===== src/rtl/uart_pkg.sv =====
// rtl/uart_pkg.sv - shared constants and FSM encoding for the framed UART receiver
package uart_pkg;

    localparam int PAR_NONE = 0;
    localparam int PAR_ODD  = 1;
    localparam int PAR_EVEN = 2;

    localparam int OVERSAMPLE_DEF = 16;

    typedef enum logic [2:0] {
        ST_IDLE,
        ST_START,
        ST_DATA,
        ST_PARITY,
        ST_STOP
    } rx_state_t;

endpackage


===== src/rtl/uart_rx_sync.sv =====
// rtl/uart_rx_sync.sv - rxd synchroniser, falling-edge detector and 3-sample majority voter
module uart_rx_sync
    import uart_pkg::*;
#(
    parameter int SYNC_STAGES = 2,
    parameter int OVERSAMPLE  = OVERSAMPLE_DEF,
    parameter int CNT_W       = $clog2(OVERSAMPLE)
) (
    input  logic             clk,
    input  logic             rst,
    input  logic             tick,
    input  logic             rxd,
    input  logic [CNT_W-1:0] tick_cnt,
    output logic             rxd_s,
    output logic             fall,
    output logic             vote
);

    localparam int MID = OVERSAMPLE / 2;

    logic [SYNC_STAGES-1:0] sync_q;
    logic                   prev_q;
    logic [1:0]             samp_q;

    // Metastability chain on the asynchronous line; idles high like the line itself.
    always_ff @(posedge clk) begin
        if (rst) begin
            sync_q <= '1;
        end else begin
            sync_q <= {sync_q[SYNC_STAGES-2:0], rxd};
        end
    end

    assign rxd_s = sync_q[SYNC_STAGES-1];

    // Per-tick history: previous sample for edge detection, plus the two early vote samples.
    always_ff @(posedge clk) begin
        if (rst) begin
            prev_q <= 1'b1;
            samp_q <= 2'b11;
        end else if (tick) begin
            prev_q <= rxd_s;
            if (tick_cnt == CNT_W'(MID - 1)) samp_q[0] <= rxd_s;
            if (tick_cnt == CNT_W'(MID))     samp_q[1] <= rxd_s;
        end
    end

    assign fall = prev_q & ~rxd_s;
    // Third sample is the live one, so the vote is valid on the mid+1 tick itself.
    assign vote = (samp_q[0] & samp_q[1]) | (samp_q[0] & rxd_s) | (samp_q[1] & rxd_s);

endmodule


===== src/rtl/uart_rx_framed.sv =====
// rtl/uart_rx_framed.sv - parametrised UART receiver with error flags and valid/ready output
module uart_rx_framed
    import uart_pkg::*;
#(
    parameter int DATA_BITS   = 8,
    parameter int OVERSAMPLE  = OVERSAMPLE_DEF,
    parameter int PARITY      = PAR_NONE,
    parameter int STOP_BITS   = 1,
    parameter int SYNC_STAGES = 2
) (
    input  logic                 clk,
    input  logic                 rst,
    input  logic                 tick,
    input  logic                 rxd,
    output logic [DATA_BITS-1:0] rx_data,
    output logic                 rx_valid,
    input  logic                 rx_ready,
    output logic                 parity_err,
    output logic                 frame_err,
    output logic                 overrun,
    output logic                 busy
);

    localparam int CNT_W = $clog2(OVERSAMPLE);
    localparam int BIT_W = $clog2(DATA_BITS + 1);
    localparam int MID   = OVERSAMPLE / 2;

    localparam logic [CNT_W-1:0] TICK_VOTE = CNT_W'(MID + 1);
    localparam logic [CNT_W-1:0] TICK_LAST = CNT_W'(OVERSAMPLE - 1);
    localparam logic [BIT_W-1:0] BIT_LAST  = BIT_W'(DATA_BITS - 1);
    localparam logic [BIT_W-1:0] STOP_LAST = BIT_W'(STOP_BITS - 1);

    rx_state_t            state_q, state_d;
    logic [CNT_W-1:0]     tick_cnt_q, tick_cnt_d;
    logic [BIT_W-1:0]     bit_cnt_q, bit_cnt_d;
    logic [DATA_BITS-1:0] shift_q, shift_d;
    logic                 perr_q, perr_d;
    logic                 ferr_q, ferr_d;
    logic                 commit_q, commit_d;

    logic [DATA_BITS-1:0] rx_data_q;
    logic                 rx_valid_q;
    logic                 perr_out_q;
    logic                 ferr_out_q;
    logic                 overrun_q;

    logic                 rxd_s_unused;
    logic                 fall;
    logic                 vote;
    logic                 at_vote;

    uart_rx_sync #(
        .SYNC_STAGES (SYNC_STAGES),
        .OVERSAMPLE  (OVERSAMPLE),
        .CNT_W       (CNT_W)
    ) u_sync (
        .clk      (clk),
        .rst      (rst),
        .tick     (tick),
        .rxd      (rxd),
        .tick_cnt (tick_cnt_q),
        .rxd_s    (rxd_s_unused),
        .fall     (fall),
        .vote     (vote)
    );

    // Frame sequencing: every decision is taken on the mid+1 tick of a bit.
    always_comb begin
        state_d    = state_q;
        tick_cnt_d = tick_cnt_q;
        bit_cnt_d  = bit_cnt_q;
        shift_d    = shift_q;
        perr_d     = perr_q;
        ferr_d     = ferr_q;
        commit_d   = 1'b0;
        at_vote    = (tick_cnt_q == TICK_VOTE);
        if (tick) begin
            if (state_q != ST_IDLE) begin
                tick_cnt_d = (tick_cnt_q == TICK_LAST) ? '0 : tick_cnt_q + CNT_W'(1);
            end
            unique case (state_q)
                ST_IDLE: begin
                    if (fall) begin
                        state_d    = ST_START;
                        tick_cnt_d = '0;
                        bit_cnt_d  = '0;
                        perr_d     = 1'b0;
                        ferr_d     = 1'b0;
                    end
                end
                ST_START: begin
                    if (at_vote) state_d = vote ? ST_IDLE : ST_DATA;
                end
                ST_DATA: begin
                    if (at_vote) begin
                        shift_d = {vote, shift_q[DATA_BITS-1:1]};
                        if (bit_cnt_q == BIT_LAST) begin
                            bit_cnt_d = '0;
                            state_d   = (PARITY == PAR_NONE) ? ST_STOP : ST_PARITY;
                        end else begin
                            bit_cnt_d = bit_cnt_q + BIT_W'(1);
                        end
                    end
                end
                ST_PARITY: begin
                    if (at_vote) begin
                        perr_d  = (((^shift_q) ^ vote) != (PARITY == PAR_ODD));
                        state_d = ST_STOP;
                    end
                end
                ST_STOP: begin
                    if (at_vote) begin
                        if (!vote) ferr_d = 1'b1;
                        if (bit_cnt_q == STOP_LAST) begin
                            commit_d = 1'b1;
                            state_d  = ST_IDLE;
                        end else begin
                            bit_cnt_d = bit_cnt_q + BIT_W'(1);
                        end
                    end
                end
                default: state_d = ST_IDLE;
            endcase
        end
    end

    // Frame state registers; commit is a one-clk pulse following the last stop vote.
    always_ff @(posedge clk) begin
        if (rst) begin
            state_q    <= ST_IDLE;
            tick_cnt_q <= '0;
            bit_cnt_q  <= '0;
            shift_q    <= '0;
            perr_q     <= 1'b0;
            ferr_q     <= 1'b0;
            commit_q   <= 1'b0;
        end else begin
            state_q    <= state_d;
            tick_cnt_q <= tick_cnt_d;
            bit_cnt_q  <= bit_cnt_d;
            shift_q    <= shift_d;
            perr_q     <= perr_d;
            ferr_q     <= ferr_d;
            commit_q   <= commit_d;
        end
    end

    // Output word and handshake; a finished frame is dropped if the previous word is still unread.
    always_ff @(posedge clk) begin
        if (rst) begin
            rx_data_q  <= '0;
            rx_valid_q <= 1'b0;
            perr_out_q <= 1'b0;
            ferr_out_q <= 1'b0;
            overrun_q  <= 1'b0;
        end else begin
            overrun_q <= 1'b0;
            if (commit_q) begin
                if (!rx_valid_q || rx_ready) begin
                    rx_data_q  <= shift_q;
                    perr_out_q <= perr_q;
                    ferr_out_q <= ferr_q;
                    rx_valid_q <= 1'b1;
                end else begin
                    overrun_q <= 1'b1;
                end
            end else if (rx_valid_q && rx_ready) begin
                rx_valid_q <= 1'b0;
            end
        end
    end

    assign rx_data    = rx_data_q;
    assign rx_valid   = rx_valid_q;
    assign parity_err = perr_out_q;
    assign frame_err  = ferr_out_q;
    assign overrun    = overrun_q;
    assign busy       = (state_q != ST_IDLE);

endmodule


===== config.mk =====
export PLATFORM = sky130hd
export DESIGN_NAME = uart_rx_framed
export DESIGN_NICKNAME = d
export VERILOG_FILES = /design/src/rtl/uart_pkg.sv /design/src/rtl/uart_rx_sync.sv /design/src/rtl/uart_rx_framed.sv
export SDC_FILE = /design/constraint.sdc
export NUM_CORES = 1
export LEC_CHECK = 0
export CORE_MARGIN = 2
export CORE_UTILIZATION = 40
export DETAILED_ROUTE_END_ITERATION = 8
export PLACE_DENSITY = 0.61
export SLEW_MARGIN = 20
export SYNTH_ARGS = -nofsm -noshare
export SYNTH_HDL_FRONTEND = slang
export SYNTH_HIERARCHICAL = 1
export SYNTH_SLANG_ARGS = --single-unit

===== constraint.sdc =====
create_clock -name clk -period 5.2 [get_ports clk]
set_input_delay 1.56 -clock clk [delete_from_list [all_inputs] [get_ports clk]]
set_output_delay 1.56 -clock clk [all_outputs]
set_load 0.005 [all_outputs]

==> results of run 1 <==
cell families after synthesis:
kind of cell / count (synthesis) / synth area share
multiplexers: 22 / 0.120
AND/OR/NAND/NOR: 76 / 0.233
XOR/XNOR: 8 / 0.0459
adder cells (fa/ha/maj): 5 / 0.0329
flip-flops: 39 / 0.427
buffers and inverters: 17 / 0.0397
AO/OA/AOI/OAI: 30 / 0.101
sequential cells by signal (all words and copies together) (netlist names):
signal	cells
u_sync/sync_q	2
rx_data	8
parity_err	1
shift_q	8
frame_err	1
bit_cnt_q	4
commit_q	1
u_sync/samp_q	2
overrun	1
state_q	3
tick_cnt_q	4
ferr_q	1
u_sync/prev_q	1
rx_valid	1
perr_q	1
cells in the mapped netlist, drive strengths merged (4+ instances only):
library cell | count | share of area
nand4 | 4 | 0.017
a21oi | 13 | 0.036
buf | 5 | 0.015
inv | 7 | 0.014
nor3b | 4 | 0.025
ha | 4 | 0.027
nand3 | 4 | 0.014
mux2i | 22 | 0.12
nor2b | 5 | 0.017
nor2 | 36 | 0.074
nand2 | 6 | 0.012
xnor2 | 5 | 0.024
o21ai | 9 | 0.027
dfxtp | 39 | 0.43
clkbuf | 5 | 0.010
path summary, 6_finish.rpt:
path,end,depth (start not counted)
setup / recovery,busy,3
hold / removal,u_sync/sync_q[1],1
setup reg to reg,bit_cnt_q[3],7
hold reg to reg,u_sync/sync_q[1],1
where the power goes:
part           switching [mW]  internal (mW)  total [mW]  leakage (nW)
clock                   0.106          0.192       0.298        0.0654
sequential            0.00170          0.300       0.302         0.315
combinational          0.0110        0.00711      0.0181         0.557
metal layers:
metal / track usage / routed length [um] / vias to the layer above
li1: - / - / 711
met1: 0.199 / 1660 / 643
met2: 0.206 / 1490 / 23
met3: 0.0422 / 121 / 6
met4: 0.0692 / 78 / 0
met5: 0 / 0 / -
cell type report:
class | instances | share of cell area
Timing Repair Buffer | 18 | 0.0822
Inverter | 7 | 0.0122
Clock buffer | 6 | 0.0336
Multi-Input combinational cell | 141 | 0.453
Tap cell | 52 | 0.0301
Sequential cell | 39 | 0.361
Clock inverter | 2 | 0.0278
per-stage QoR:
| step | std cells | hold slack, ns | cell area (um2) | utilization |
|---|---|---|---|---|
| floorplan | 197 | 0.389 | 1830 | - |
| finish | 265 | 0.410 | 2160 | 0.493 |
| detailed placement | 257 | 0.392 | 2020 | 0.462 |
| global placement | 257 | 0.391 | 2020 | 0.462 |
| CTS | 265 | 0.410 | 2160 | 0.492 |
| global route | 265 | 0.436 | 2160 | 0.493 |
==> flow_summary.ini, run 1 <==
[outcome]
status = finished, final reports clean

[timing]
slew_viol_final = 0
min_period_over_period = 0.641
rsz0062_at_grt = no
slew_headroom = 0.550
min_period_ns = 3.33
hold_violations = 0
final.setup_skew_ns = 0.00214
max_freq_mhz = 300
worstMarginPinSlew_ns = 0.676
setup_viol = 0
layout_setup_ws_ns = 1.87
fin_tns_setup_ns = 0

[critical_path]
cpLargestDelayFamily = flip-flops
worstSetupStartpointType = flop
crit_fanout = 14
path_buf_inv = 2
slowest_delay_ns = 0.66
slowest_stage = dfxtp_1
r2r-start = bit_cnt_q[0]
end_kind = output pin
worstPathRequired_ns = 3.64
r2r_setup_slack_ns = 3.28
startpoint = state_q[1]
worst_ep_arrival_time_ns = 1.77
crit_chain = nor3_1 -> inv_1 -> clkdlybuf4s50_1
critPathKind = flop to output pin

[synthesis]
ys_types = 42
yosysWarnings = 6
synth_edf_count = 0
syn_nets = 206
postSynthAreaPerCell_um2 = 9.28
synthFlopType = dfxtp_1
syn_area_um2 = 1830
synth_cells = 197
synth-async-reset-ratio = 0
ys_seq_area_frac = 0.427
synth-seq-cells = 39

[cells_and_area]
fill_cells = 410
layout.nets = 221
drive_gt1_frac = 0.103
multi_input_area_um2 = 978
area_delta_synth_final_pct = 18.2
regArea_um2 = 781
num_antenna_cells = 0
final_common_cell = dfxtp_1
final_cell_mix = dfxtp_1, nor2_1, mux2i_1, clkdlybuf4s50_1, a21oi_1

[global_routing]
grt_pass1_vias = 1269
grt-ovfl-total = 0
grt_max_degree = 27
grt_usage = 0.144
antenna_found_initial = 0
grt_pass1_wl_um = 5830

[clocking]
cts_buffer_depth = 2
cts_hold_buf = 0
cts_buffers = 5
post_cts.repair.setup_buffers = 0
tritoncts = yes
root_buffer = clkbuf_8
clkSlewWorstSetupHoldPaths_ns = 0.07
cts_max_level = 2
clock_latency_ns = 0.29
cts_sinks = 39
post_cts_resize_count = 0

[routing]
routed_wl_um = 3350
avgRoutedWirePerCell_um = 12.6
drtIter0Drc = 87
viasPerCell = 5.22
drc = 0
ant_nets = 0
dr.pass1.iters = 4
vias = 1383

[floorplan]
ios = 18
start_util = 0.417
dieArea_um2 = 5130
die_y_um = 71.6
rows = 24
die_x_um = 71.6
core_um2 = 4380

[min_path]
hold_path.class = flop to flop
hold_start = u_sync/sync_q[0]

[place]
portBuffers = 17
post-dp-hpwl_um = 2290
gp_congestion = 0.824
post-place-ws_ns = 1.63

[power_and_ir_drop]
leakage_nw = 0.937
peakVddDrop_mv = 0.159
powerDensity_nw_per_um2 = 286
power_uw = 618

[flow_run]
drv_cap = 0
No activity file was read; power rests on OpenSTA's default activity.
==> inputs of run 2 (changes only) <==
clock period = 3.3 ns   (was 5.2 ns; I/O delays follow)
==> flow_summary.ini, run 2 (same netlist as run 1, synthesis figures left out) <==
[routing]
drc = 0
dr.pass1.iters = 5
drtIter0Drc = 67
avgRoutedWirePerCell_um = 12.3
routed_wl_um = 3290
vias = 1383
ant_nets = 0
viasPerCell = 5.18

[floorplan]
die_x_um = 71.6
rows = 24
start_util = 0.417
ios = 18
core_um2 = 4380
die_y_um = 71.6
dieArea_um2 = 5130

[critical_path]
worstPathRequired_ns = 2.31
crit_fanout = 14
worstSetupStartpointType = flop
end_kind = output pin
critPathKind = flop to output pin
worst_ep_arrival_time_ns = 1.75
r2r_setup_slack_ns = 1.35

[clocking]
cts_max_level = 2
cts_buffers = 5
post_cts.repair.setup_buffers = 0
cts_sinks = 39
post_cts_resize_count = 0
cts_buffer_depth = 2
clkSlewWorstSetupHoldPaths_ns = 0.07
cts_hold_buf = 0
root_buffer = clkbuf_8
clock_latency_ns = 0.28
tritoncts = yes

[cells_and_area]
finalInstanceArea_um2 = 2140
area_delta_synth_final_pct = 16.9
final_common_cell = dfxtp_1
fin_cells = 267
final_cell_mix = dfxtp_1, nor2_1, mux2i_1, clkdlybuf4s50_1, a21oi_1
drive_gt1_frac = 0.107
num_antenna_cells = 0
layout.nets = 223
postLayoutCoreUtil = 0.487

[timing]
slew_viol_final = 0
worstMarginPinSlew_ns = 0.530
min_period_ns = 2.74
max_freq_mhz = 364
hold_violations = 0
whs_ns = 0.411
setup_viol = 0
rsz0062_at_grt = no
fin_tns_setup_ns = 0
final.setup_skew_ns = 0.00515
slew_headroom = 0.643
min_period_over_period = 0.832
layout_setup_ws_ns = 0.555

[global_routing]
antenna_found_initial = 0
grt_pass1_vias = 1267
grt_pass1_wl_um = 5670
grt_max_degree = 30
grt-ovfl-total = 0
grt_usage = 0.137

[place]
dp.cells = 259
post-dp-hpwl_um = 2270
post-place-ws_ns = 0.683
portBuffers = 17
dpl_cell_area_um2 = 2050
gp_congestion = 0.751

[power_and_ir_drop]
leakage_nw = 0.926
powerDensity_nw_per_um2 = 382
peakVddDrop_mv = 0.201
power_uw = 816

[min_path]
hold_path.class = flop to flop

[flow_run]
drv_cap = 0

[outcome]
status = finished, final reports clean
run 2: changes by cell type in the layout (fill, tap and decap cells not counted), sizes merged:
cell / previous run / this run
clkinv: 0 / 1
bufinv: 2 / 0
clkinvlp: 0 / 1
buf: 1 / 3
run 2: cell type report:
class / instances / area, um2
fillers: 440 / 2250
multi-input cells: 141 / 975
flip-flops and latches: 39 / 781
repair buffers: 20 / 205
clock buffers: 6 / 72.6
well taps: 52 / 65.1
inverters: 7 / 26.3
clock inverters: 2 / 12.5
run 2: power breakdown:
part           leakage [nW]  internal (mW)  switching [mW]  total [mW]
clock network        0.0412          0.148           0.162       0.310
logic                 0.570         0.0136          0.0181      0.0316
registers             0.315          0.473         0.00249       0.475
total                 0.926          0.634           0.183       0.816
run 2: path summary, 6_finish.rpt:
| kind | startpoint | to | cells past startpoint |
|---|---|---|---|
| hold reg to reg | u_sync/sync_q[0] | u_sync/sync_q[1] | 1 |
| hold / removal | u_sync/sync_q[0] | u_sync/sync_q[1] | 1 |
| setup reg to reg | bit_cnt_q[0] | bit_cnt_q[3] | 7 |
| setup / recovery | state_q[1] | busy | 3 |
run 2: critical path, cell delays in order, from the launching register on:
cell and delay, ns:
dfxtp_1 0.65, nor3_1 0.15, inv_1 0.15, clkdlybuf4s50_1 0.52
run 2: layer usage:
layer / up-vias / wire (um) / share of wire / GRT usage
met5: - / 0 / 0 / 0
met4: 0 / 55 / 0.017 / 0.0545
met3: 6 / 102 / 0.031 / 0.0338
met2: 24 / 1480 / 0.45 / 0.211
met1: 635 / 1650 / 0.50 / 0.187
li1: 718 / - / - / -
==> edit 1 (config.mk and constraints of run 2) <==
Encoding of `rx_state_t`: now one-hot (5 bits for 5 states).
--- a/src/rtl/uart_pkg.sv
+++ b/src/rtl/uart_pkg.sv
@@ -9,8 +9,8 @@
 
-    typedef enum logic [2:0] {
-        ST_IDLE,
-        ST_START,
-        ST_DATA,
-        ST_PARITY,
-        ST_STOP
+    typedef enum logic [4:0] {
+        ST_IDLE   = 5'b00001,
+        ST_START  = 5'b00010,
+        ST_DATA   = 5'b00100,
+        ST_PARITY = 5'b01000,
+        ST_STOP   = 5'b10000
     } rx_state_t;
Check against the original RTL: same outputs for any inputs over 10 cycles, from zero or initial values and one cycle with rst high; not proved beyond that.
==> edit 1 against run 2 <==
  * Wire length up 0.18%
  * Worst setup slack lost 0.25 ns
  * Utilization down 0.96 points
  * Die area shrank 4.2%
  * Hold slack lost 0.00085 ns
  * Cell count fell by 2.2%
  * Synthesized cell count is 3.6% lower
  * Area after synthesis shrank 4.4%
  * Clock skew increased by 0.0015 ns
  * Final area is 4.0% lower
  * Register-to-register slack worse by 0.22 ns
  * Count of clock-buffer cells in the layout is the same
  * Sequential cell count decreased by 1
  * Critical path type unchanged
  * Largest cell class unchanged
Power is not compared: it rests on default switching activity, and its combinational part moved more than twofold at a synthesized area within 25%.
==> edit 1: results (changes against run 2) <==
outcome: "completed"
synth-xor-area-share_pct: 0  # -4.6 points
skew_ns: 0.00666  # +0.00150 ns
port_buffers: 16  # -1
nNetsFinal: 217  # -2.7%
post_dp_cell_area_um2: 1960  # -4.6%
placed_cells: 253  # -2.3%
crit_path_start: "state_q[2]"
arrival_ns: 2.01  # +0.26 ns
muxShareOfSynthArea_pct: 13.9  # +1.9 points
grt_max_degree: 23  # -23%
syn-num-nets: 199  # -3.4%
drive_gt1_share_pct: 11.0  # +0.31 points
multi_input_area_um2: 915  # -6.2%
synth_area_leaders: "dfxtp_1 (44%), mux2i_1 (13%), nor2_1 (8.0%)"
buffer_area_share_pct: 9.27  # -0.33 points
synth-compound-area-share_pct: 10.7  # +0.61 points
place_ws_ns: 0.609  # -0.0739 ns
synth_cell_types: 44  # +4.8%
grtUsageTotal_pct: 13.9  # +0.18 points
dpl.hpwl_um: 2390  # +5.1%
ys_seq_area_share_pct: 43.6  # +0.84 points
post_drt_via_cell_ratio: 5.18  # about the same
max_freq_mhz: 334  # -8.4%
synth-seq-cells: 38  # -2.6%
clk_share_pct: 4.63  # +0.65 points
sh_seq_area_pct: 37.1  # +0.54 points
drtIter0Drc: 35  # -48%
firstDrtPassIters: 4  # -1
grt_pass1_vias: 1209  # -4.6%
routedWlPerCell_um: 12.6  # +2.5%
dieArea_um2: 4910  # -4.2%
postSynthAreaPerCell_um2: 9.19  # -0.93%
final_area_um2: 2050  # -4.0%
synth_fa_ha_area_share_pct: 3.44  # +0.15 points
gp_congestion: 0.801  # +6.7%
tightest_slew_ns: 0.706  # +0.176 ns
edit 1: cell count changes after synthesis, moves of 2 or more:
| cell | change |
|---|---|
| or3_1 | +2 |
| o21ai_0 | -3 |
| mux2_1 | +2 |
| or2_2 | +2 |
| nand2_1 | -2 |
| buf_2 | -4 |
| xor2_1 | -2 |
| or4_1 | -2 |
| xnor2_1 | -5 |
| a21oi_1 | -3 |
| nor4b_1 | +2 |
| nor3b_2 | -2 |
| a22oi_1 | +2 |
edit 1: per-layer routing:
metal / track usage (%) / vias up / part of all wire, % / wire [µm]
met2: 22.8 / 23 / 48 / 1590
met3: 3.61 / 5 / 3.2 / 106
met5: 0 / - / 0 / 0
met1: 17.2 / 625 / 47 / 1540
met4: 6.20 / 0 / 1.7 / 55
li1: - / 698 / - / -
edit 1: cell families after synthesis:
kind of cell	count (synthesis)
AND/OR/NAND/NOR	78
flip-flops	38
AO/OA/AOI/OAI	28
multiplexers	24
buffers and inverters	16
adder cells (fa/ha/maj)	5
other	1
==> edit 2 (settings of run 2) <==
Without the edit above. The parameter `DATA_BITS` goes from 8 to 16.
--- a/src/rtl/uart_rx_framed.sv
+++ b/src/rtl/uart_rx_framed.sv
@@ -4,3 +4,3 @@
 #(
-    parameter int DATA_BITS   = 8,
+    parameter int DATA_BITS   = 16,
     parameter int OVERSAMPLE  = OVERSAMPLE_DEF,
Interface: changed (resized rx_data); port bits go from 18 to 26. The function was not compared with the original's and may differ.
==> edit 2 against run 2 <==
  * Final area up 39%
  * Wire length up 38%
  * Worst setup slack worse by 0.18 ns
  * Cell count up 42%
  * Utilization down 1.5 points
  * Largest power group unchanged
  * Total power up 47%
  * Area after synthesis up 40%
  * Count of clock-buffer cells in the layout unchanged
  * Register-to-register slack worse by 0.12 ns
  * Combinational power up 33%
  * Sequential cell count up 17
==> edit 2: results (changes against run 2) <==
outcome: "completed"
clock-sinks: 56  # +44%
multi_input_gates: 203  # +44%
vias: 1892  # +37%
synth_common_cells: "dfxtp_1 (56), nand2_1 (40), nor2_1 (36), a21oi_1 (28), mux2i_1 (22)"
firstDrtPassIters: 4  # -1
area_growth_pct: 15.9
synth_area_leaders: "dfxtp_1 (44%), mux2i_1 (8.6%), nand2_1 (5.9%)"
grt_pass1_wl_um: 8000  # +41%
arrival_ns: 1.94  # +0.19 ns
synth_fa_ha_area_share_pct: 3.33  # +0.041 points
port_buffers: 25  # +8
nNetsFinal: 312  # +40%
max_slew_margin_pct: 56.2  # -8.1 points
reg2regPathDepth: 9  # +2
crit_path_start: "state_q[0]"
drive_gt1_share_pct: 8.61  # -2.1 points
r2r-end: "state_q[1]"
n_fill_cell: 625  # +42%
critical_path.max_stage_delay_ns: 0.67  # +0.02 ns
gp_congestion: 0.810  # +7.9%
route.met2.wl_um: 2050  # +39%
syn-num-nets: 290  # +41%
multi_input_area_um2: 1330  # +37%
critPathMaxFanout: 13  # -1
n_all_buffers: 28  # +40%
placed_cells: 371  # +43%
synth-xor-area-share_pct: 6.36  # +1.8 points
synth_area_um2: 2560  # +40%
finalCritPeriodShare_pct: 88.7  # +5.6 points
ys_seq_area_share_pct: 43.8  # +1.1 points
synth_cell_types: 53  # +26%
grt_pass1_vias: 1735  # +37%
skew_ns: 0.00885  # +0.00370 ns
r2r_slack_ns: 1.23  # -0.12 ns
layout.cells.non_filler: 379  # +42%
postSynthAreaPerCell_um2: 9.17  # -1.2%
ir_drop_v: 0.000180  # -11%
buffer_area_share_pct: 9.03  # -0.57 points
grtUsageTotal_pct: 13.7  # -0.091 points
[edit 2: report_power, final]
group / leakage, nW / internal, mW / total (mW) / switching, mW
clock: 0.0614 / 0.249 / 0.473 / 0.224
sequential: 0.452 / 0.679 / 0.682 / 0.00374
combinational: 0.498 / 0.0164 / 0.0419 / 0.0255
total: 1.01 / 0.943 / 1.20 / 0.253
[edit 2: worst min path at each step]
stage / slack [ns] / cells after the start / to
final: 0.43 / 1 / u_sync/sync_q[1]
after global routing: 0.45 / 1 / u_sync/sync_q[1]
after CTS: 0.43 / 1 / u_sync/sync_q[1]
after detailed placement: 0.41 / 1 / u_sync/sync_q[1]
after global placement: 0.40 / 1 / u_sync/sync_q[1]
after floorplan: 0.39 / 1 / u_sync/sync_q[1]
[edit 2: metal layers]
metal	vias up	GRT usage, %
li1	992	-
met1	866	19.1
met2	32	20.9
met3	2	3.26
met4	0	3.96
met5	-	0
